`src/rtl/booth_secuenciador.sv`:
```
// Operand sequencer for the 4-bit Booth multiplier: handshakes, watchdog, latency count.
// Optional self-check of the returned product enabled by defining BOOTH_CHECK_EN.
module booth_secuenciador #(
    parameter int N       = 4,
    parameter int TIMEOUT = 64,
    parameter int CW      = 8
) (
    input  logic            clk,
    input  logic            reset,
    input  logic            in_valid,
    output logic            in_ready,
    input  logic [N-1:0]    in_q,
    input  logic [N-1:0]    in_m,
    output logic [N-1:0]    mult_q,
    output logic [N-1:0]    mult_m,
    output logic            mult_start,
    input  logic            mult_fin,
    input  logic [2*N-1:0]  mult_resultado,
    output logic            out_valid,
    input  logic            out_ready,
    output logic [2*N-1:0]  out_producto,
    output logic            out_error,
    output logic [CW-1:0]   out_ciclos,
    output logic            out_mismatch
);

    localparam logic [1:0] IDLE     = 2'd0;
    localparam logic [1:0] ARRANQUE = 2'd1;
    localparam logic [1:0] ESPERA   = 2'd2;
    localparam logic [1:0] SALIDA   = 2'd3;

    localparam logic [CW-1:0] LIMITE = CW'(TIMEOUT);

    logic [1:0]    state;
    logic [CW-1:0] ciclos;
    logic          fin_bajo;
    logic          completo;
    logic          vencido;
    logic          mismatch_calc;

    // fin only counts once it has been seen low, so a stale high is ignored
    assign completo = mult_fin && fin_bajo;
    assign vencido  = (ciclos == LIMITE);

`ifdef BOOTH_CHECK_EN
    logic [2*N-1:0] esperado;

    // Reference product of the latched operands, sign-extended to 2N bits
    assign esperado = {{N{mult_q[N-1]}}, mult_q} * {{N{mult_m[N-1]}}, mult_m};
    assign mismatch_calc = (esperado != mult_resultado);
`else
    assign mismatch_calc = 1'b0;
`endif

    // Sequencer FSM: accept operands, pulse start, wait for fin or watchdog, return result
    always_ff @(posedge clk or negedge reset) begin
        if (!reset) begin
            state        <= IDLE;
            in_ready     <= 1'b0;
            mult_q       <= '0;
            mult_m       <= '0;
            mult_start   <= 1'b0;
            out_valid    <= 1'b0;
            out_producto <= '0;
            out_error    <= 1'b0;
            out_ciclos   <= '0;
            out_mismatch <= 1'b0;
            ciclos       <= '0;
            fin_bajo     <= 1'b0;
        end else begin
            mult_start <= 1'b0;
            case (state)
                IDLE: begin
                    if (in_valid && in_ready) begin
                        mult_q     <= in_q;
                        mult_m     <= in_m;
                        ciclos     <= '0;
                        fin_bajo   <= 1'b0;
                        in_ready   <= 1'b0;
                        mult_start <= 1'b1;
                        state      <= ARRANQUE;
                    end else begin
                        in_ready <= 1'b1;
                    end
                end
                ARRANQUE: begin
                    ciclos <= CW'(1);
                    state  <= ESPERA;
                end
                ESPERA: begin
                    ciclos <= ciclos + CW'(1);
                    if (!mult_fin) begin
                        fin_bajo <= 1'b1;
                    end
                    if (completo) begin
                        out_producto <= mult_resultado;
                        out_ciclos   <= ciclos;
                        out_error    <= 1'b0;
                        out_mismatch <= mismatch_calc;
                        out_valid    <= 1'b1;
                        state        <= SALIDA;
                    end else if (vencido) begin
                        out_producto <= '0;
                        out_ciclos   <= LIMITE;
                        out_error    <= 1'b1;
                        out_mismatch <= 1'b0;
                        out_valid    <= 1'b1;
                        state        <= SALIDA;
                    end
                end
                SALIDA: begin
                    if (out_ready) begin
                        out_valid <= 1'b0;
                        in_ready  <= 1'b1;
                        state     <= IDLE;
                    end
                end
                default: begin
                    state <= IDLE;
                end
            endcase
        end
    end

endmodule

```
`config.mk`:
```
export PLATFORM = sky130hd
export DESIGN_NAME = booth_secuenciador
export DESIGN_NICKNAME = d
export VERILOG_FILES = /design/src/rtl/booth_secuenciador.sv
export SDC_FILE = /design/constraint.sdc
export NUM_CORES = 1
export LEC_CHECK = 0
export CAP_MARGIN = 10
export CORE_UTILIZATION = 50
export DETAILED_ROUTE_END_ITERATION = 16
export PLACE_DENSITY = 0.83
export RECOVER_POWER = 25
export SLEW_MARGIN = 20
export SYNTH_ARGS = -nofsm -noshare
export SYNTH_HDL_FRONTEND = slang
export SYNTH_SLANG_ARGS = --single-unit
```
`constraint.sdc`:
```
create_clock -name clk -period 2.8 [get_ports clk]
set_input_delay 0.84 -clock clk [delete_from_list [all_inputs] [get_ports clk]]
set_output_delay 0.84 -clock clk [all_outputs]
set_load 0.05 [all_outputs]
```
==> results of run 1 <==
## layer usage
metal	wire length (um)	track usage (%)	up-vias
met4	51	6.984	0
met2	1822	35.09	48
met3	200	6.092	7
met5	0	0	-
li1	-	-	648
met1	1592	25.10	658
## worst paths after layout
path | start | endpoint | slack [ps] | cells past startpoint
worst max-delay path | in_ready$_DFFE_PN0P_ | in_ready | 340 | 1
worst min-delay path | out_producto[3]$_DFFE_PN0P_ | out_producto[3]$_DFFE_PN0P_ | 510 | 1
worst max register to register | state[0]$_DFFE_PN0P_ | ciclos[6]$_DFFE_PN0P_ | 870 | 6
worst min register to register | out_producto[3]$_DFFE_PN0P_ | out_producto[3]$_DFFE_PN0P_ | 510 | 1
max in group asynchronous | reset | ciclos[1]$_DFFE_PN0P_ | 1030 | 2
min in group asynchronous | reset | out_producto[3]$_DFFE_PN0P_ | 1180 | 2
## area by class of cell
type	instances	area share, %
flip-flops and latches	39	41.45
multi-input cells	97	30.50
repair buffers	51	21.25
clock buffers	7	2.763
well taps	46	2.444
inverters	8	1.275
clock inverters	1	0.3188
## stage by stage
stage                     area [um^2]  utilization, %  cells
after detailed placement         2285           67.93    241
after floorplan                  1767               -    151
after global placement           2285           67.93    241
after global routing             2355           70.01    249
after CTS                        2357           70.09    249
final                            2355           70.01    249
## cells in the mapped netlist (2+ instances only)
library cell and count:
buf_2 4, a21oi_1 7, a22o_1 15, nor2b_1 3, xnor2_1 2, nand2b_1 2
mux2_2 9, o21ai_0 10, nand2_1 9, nor2_1 9, nand3_1 5, inv_1 8
dfrtp_1 39, ha_1 6
## cells by family after synthesis
group / after synthesis
compound gates: 44
flops: 39
simple gates: 35
buf+inv: 15
mux: 9
fa+ha+maj: 6
xor+xnor: 2
other cells: 1
## sequential cells by signal (all words and copies together), names as in the netlist
| signal | flops |
|---|---|
| out_producto | 8 |
| mult_q | 4 |
| state | 2 |
| out_valid | 1 |
| out_error | 1 |
| mult_start | 1 |
| in_ready | 1 |
| mult_m | 4 |
| out_ciclos | 8 |
| ciclos | 8 |
| fin_bajo | 1 |
## report_power, final
group | internal [W] | total [W] | switching [W]
Combinational | 0.000560 | 0.00150 | 0.000942
Clock | 0.000147 | 0.000327 | 0.000180
Sequential | 0.000745 | 0.000870 | 0.000125
## cells in the final DEF, fill, tap and decap left out, types with 2 or more instances in the layout
master and n:
nand3_1 5, clkbuf_4 5, a22o_1 15, o21ai_0 10
nand2b_1 2, xnor2_1 2, clkbuf_8 2, inv_1 8
buf_4 2, dfrtp_1 39, nand2_1 9, nor2b_1 3
clkdlybuf4s50_1 47, mux2_2 9, a21oi_1 7, ha_1 6
nor2_1 9
==> run metrics, run 1 <==
1st-iter DRT viols 73; maxcap violations 0; core box area ~3400 um^2; Yosys top cell by area dfrtp_1; Top Family by Delay on Critical Path buffers and inverters; mux cell area share after synthesis 5.737%; PD cells 1146 nW/um^2; Total Power about 0.0027 W; Worst Max-Slew Pin Slew ~960 ps; max-slew violations 0; Reg clk slew, reported paths between 100 and 150 ps; Synth Area in XOR/XNOR 0.9915%; Synth Instances ~150; clock tree sinks 39; status finished, final reports clean; clock buffer count from CTS 5; slew margin rel. between 30% and 40%; largest net degree at the start of global routing 40; first-pass GRT wire length about 5.5 mm; slowest stage delay, CP approximately 840 ps; Register Area 975.9 um^2; CP max stage cell clkdlybuf4s50_1; combinational family with the most area after synthesis compound AO/OA/AOI/OAI gates; post-CTS resize count 0; area taken by multi-input logic gates around 720 um^2; Buffers & Inverters on Critical Path 1; Hold Buf Count CTS 0; period utilization 87.84%; Core Rows 21; main flop type after synthesis dfrtp_1; worst hold path class reg2reg; 1st-pass router iterations 4; post-CTS setup buffers 0; Setup WS post-layout around 340 ps; grt ovf 0; Pleak around 1.0 nW; via/cell ratio 5.466; Synth Area in Adders between 4 and 5%; setup TNS 0 ps; ANT cells 0; endpoints failing setup 0; global placement routability congestion ~0.8; vias in the first global route 1256; FF+latch count, synth 39; simple-gate share of the synthesized area roughly a tenth; minimum clock period about 2500 ps; CP max FO 5; f_max roughly 0.4 GHz; DP HPWL 2.710 mm; Avg Cell Area, Syn around 12 um^2; top cells by area, synth dfrtp_1, a22o_1, mux2_2; Setup CP Type reg2out; Fin. Hold Viols 0; initial core utilization between 50% and 60%; Syn-to-layout area delta 33.29%; full die area 3775 um^2; clk buf depth 2; Synth Area in Compound Gates a little under a fifth; initial antenna violation count 0; cell area after synthesis 1767 um^2; Crit path arrival time 1620 ps; Post-synth EDFFs 0; Max VDD drop around 780 uV; fill cell count 256; vias roughly 1400; Syn Nets roughly 180; Yosys cell types 37; Synth Warn # 0; CTS root buf clkbuf_4; RSZ-0062 raised after global routing false; gr usage total 20.61%; CP Cell Sequence clkdlybuf4s50_1; Synth top area share 55.24%; Die H 61.44 um; DRC viols 0; clk_lat worst skew approximately 340 ps; Routed Antenna Nets 0; Die X 61.44 um; Seq/Total Area, Yosys a little under three fifths; share of layout cells above drive strength 1 about an eighth; I/O Buffers 48; worst clock skew approximately 3.5 ps; Worst Hold Slack just over 500 ps; Layout Nets 229; CTS tree done; io pins 50; CP Data Required Time between 1500 and 2000 ps; Total Routed Length approximately 3.7 mm; drt wl/cell about 15 um; asr flop ratio synth between 90% and 100%; pre-CTS setup slack about 410 ps; Worst Setup Start Kind flop; htree depth 2; CP Capture Type output pin
No activity file was read; power rests on OpenSTA's default activity.
==> inputs of run 2 (changes only) <==
- ABC_CLOCK_PERIOD_IN_PS: unset -> 2800
- DONT_BUFFER_PORTS: unset -> 1
- PLACE_DENSITY: 0.83 -> unset
==> run metrics, run 2 (synthesis results as in run 1) <==
status finished, final reports clean; global placement routability congestion 0.8357; endpoints failing setup 0; clk buf depth 2; 1st-iter DRT viols 57; CTS root buf clkbuf_4; Worst Max-Slew Pin Slew roughly 560 ps; Hold Buf Count CTS 0; initial antenna violation count 0; worst hold path class in2async; Worst Setup Start Kind flop; Layout Nets 179; I/O Buffers 0; io pins 50; ANT cells 0; fill cell count between 300 and 400; launching point of the worst reg2reg path state[0]$_DFFE_PN0P_; Top Family by Delay on Critical Path simple AND/OR/NAND/NOR gates; CP Capture Type flop; Setup CP Type reg2reg; DRT met1 WL 1.538 mm; slew margin rel. approximately 63%; vias in the first global route 1076; max-slew violations 0; highest routed layer met4; via/cell ratio approximately 5.8; area taken by multi-input logic gates around 720 um^2; met3 WL about 190 um; Die H ~61 um; full die area approximately 3800 um^2; post-CTS setup buffers 0; Max VDD drop ~900 uV; Register Area just under 1000 um^2; drt wl/cell 16.95 um; clk_lat worst skew 360 ps; Post-DP Area approximately 1800 um^2; DRC viols 0; worst clock skew 18.55 ps; Die X 61.44 um; grt ovf 0; gr usage total between 10% and 20%; core box area about 3400 um^2; first-pass GRT wire length ~5.2 mm; CTS tree done; 1st-pass router iterations 4; Final Cell Area roughly 1900 um^2; CP max stage cell dfrtp_1; clock buffer count from CTS 5; Pleak approximately 0.84 nW; period utilization roughly four fifths; Fin. Hold Viols 0; RSZ-0062 raised after global routing false; Core Rows 21; clock tree sinks 39; commonest non-fill, non-tap cell in the layout dfrtp_1; CP max FO 14; PD cells around 1300 nW/um^2; initial core utilization a little over half; share of layout cells above drive strength 1 roughly 16%; met2 wire len about 1.6 mm; f_max ~0.45 GHz; leading registers by flop count ciclos (8), out_ciclos (8), out_producto (8); Syn-to-layout area delta 6.162%; CP Cell Sequence inv_1, ha_1, nand3_2, and2_4, or3_4, o311ai_2; minimum clock period 2199 ps; slowest stage delay, CP roughly 430 ps; CP Data Required Time 3060 ps; vias ~1200; htree depth 2; Crit path arrival time 2460 ps; setup TNS 0 ps; largest net degree at the start of global routing 40; Buffers & Inverters on Critical Path 1; Worst Hold Slack roughly 150 ps; DP HPWL 2.314 mm; Routed Antenna Nets 0; crit path from state[0]$_DFFE_PN0P_; maxcap violations 0; post-CTS resize count 0; commonest non-fill, non-tap cells in the layout dfrtp_1, a22o_1, o21ai_0; Total Routed Length ~3.4 mm; Reg clk slew, reported paths around 130 ps
-- run 2: cell types whose count changed in the layout (fill, tap and decap cells not counted) --
| cell | change |
|---|---|
| clkdlybuf4s50_1 | -47 |
| clkbuf_2 | -1 |
| buf_4 | -1 |
| clkbuf_8 | -1 |
| bufinv_16 | +1 |
| dlygate4sd3_1 | -1 |
| clkinv_2 | +1 |
| clkinvlp_4 | -1 |
-- run 2: cell type report --
| class | count | share of cell area, % |
|---|---|---|
| clock buffers | 6 | 2.735 |
| inverters | 8 | 1.601 |
| clock inverters | 2 | 1.868 |
| multi-input cells | 97 | 38.29 |
| repair buffers | 1 | 0.4003 |
| well taps | 46 | 3.069 |
| flip-flops and latches | 39 | 52.03 |
-- run 2: where the power goes --
part	switching, W	internal [W]
Clock	0.000190	0.000211
Combinational	0.000336	0.000289
Sequential	0.000679	0.000736
Total	0.00121	0.00124
-- run 2: metal layers --
metal	GRT usage (%)	vias up
li1	-	547
met1	25.17	567
met2	31.06	33
met3	7.353	6
met4	7.619	0
met5	0	-
-- run 2: path summary, 6_finish.rpt --
path	to	slack (ps)	cells after the start
max	ciclos[6]$_DFFE_PN0P_	600	6
min	ciclos[0]$_DFFE_PN0P_	150	0
max reg2reg	ciclos[6]$_DFFE_PN0P_	600	6
min reg2reg	state[0]$_DFFE_PN0P_	590	1
max in group asynchronous	mult_start$_DFF_PN0_	2550	0
min in group clk	state[0]$_DFFE_PN0P_	590	1
-- run 2: metrics by stage --
stage	std cells	utilization, %	setup WS [ps]	total power [W]
after floorplan	151	-	1005	0.001942
after global placement	191	53.20	726.8	0.002021
after detailed placement	191	53.20	626.0	0.002055
after CTS	199	55.77	578.3	0.002456
after global routing	199	55.77	431.1	0.002597
final	199	55.77	600.9	0.002442
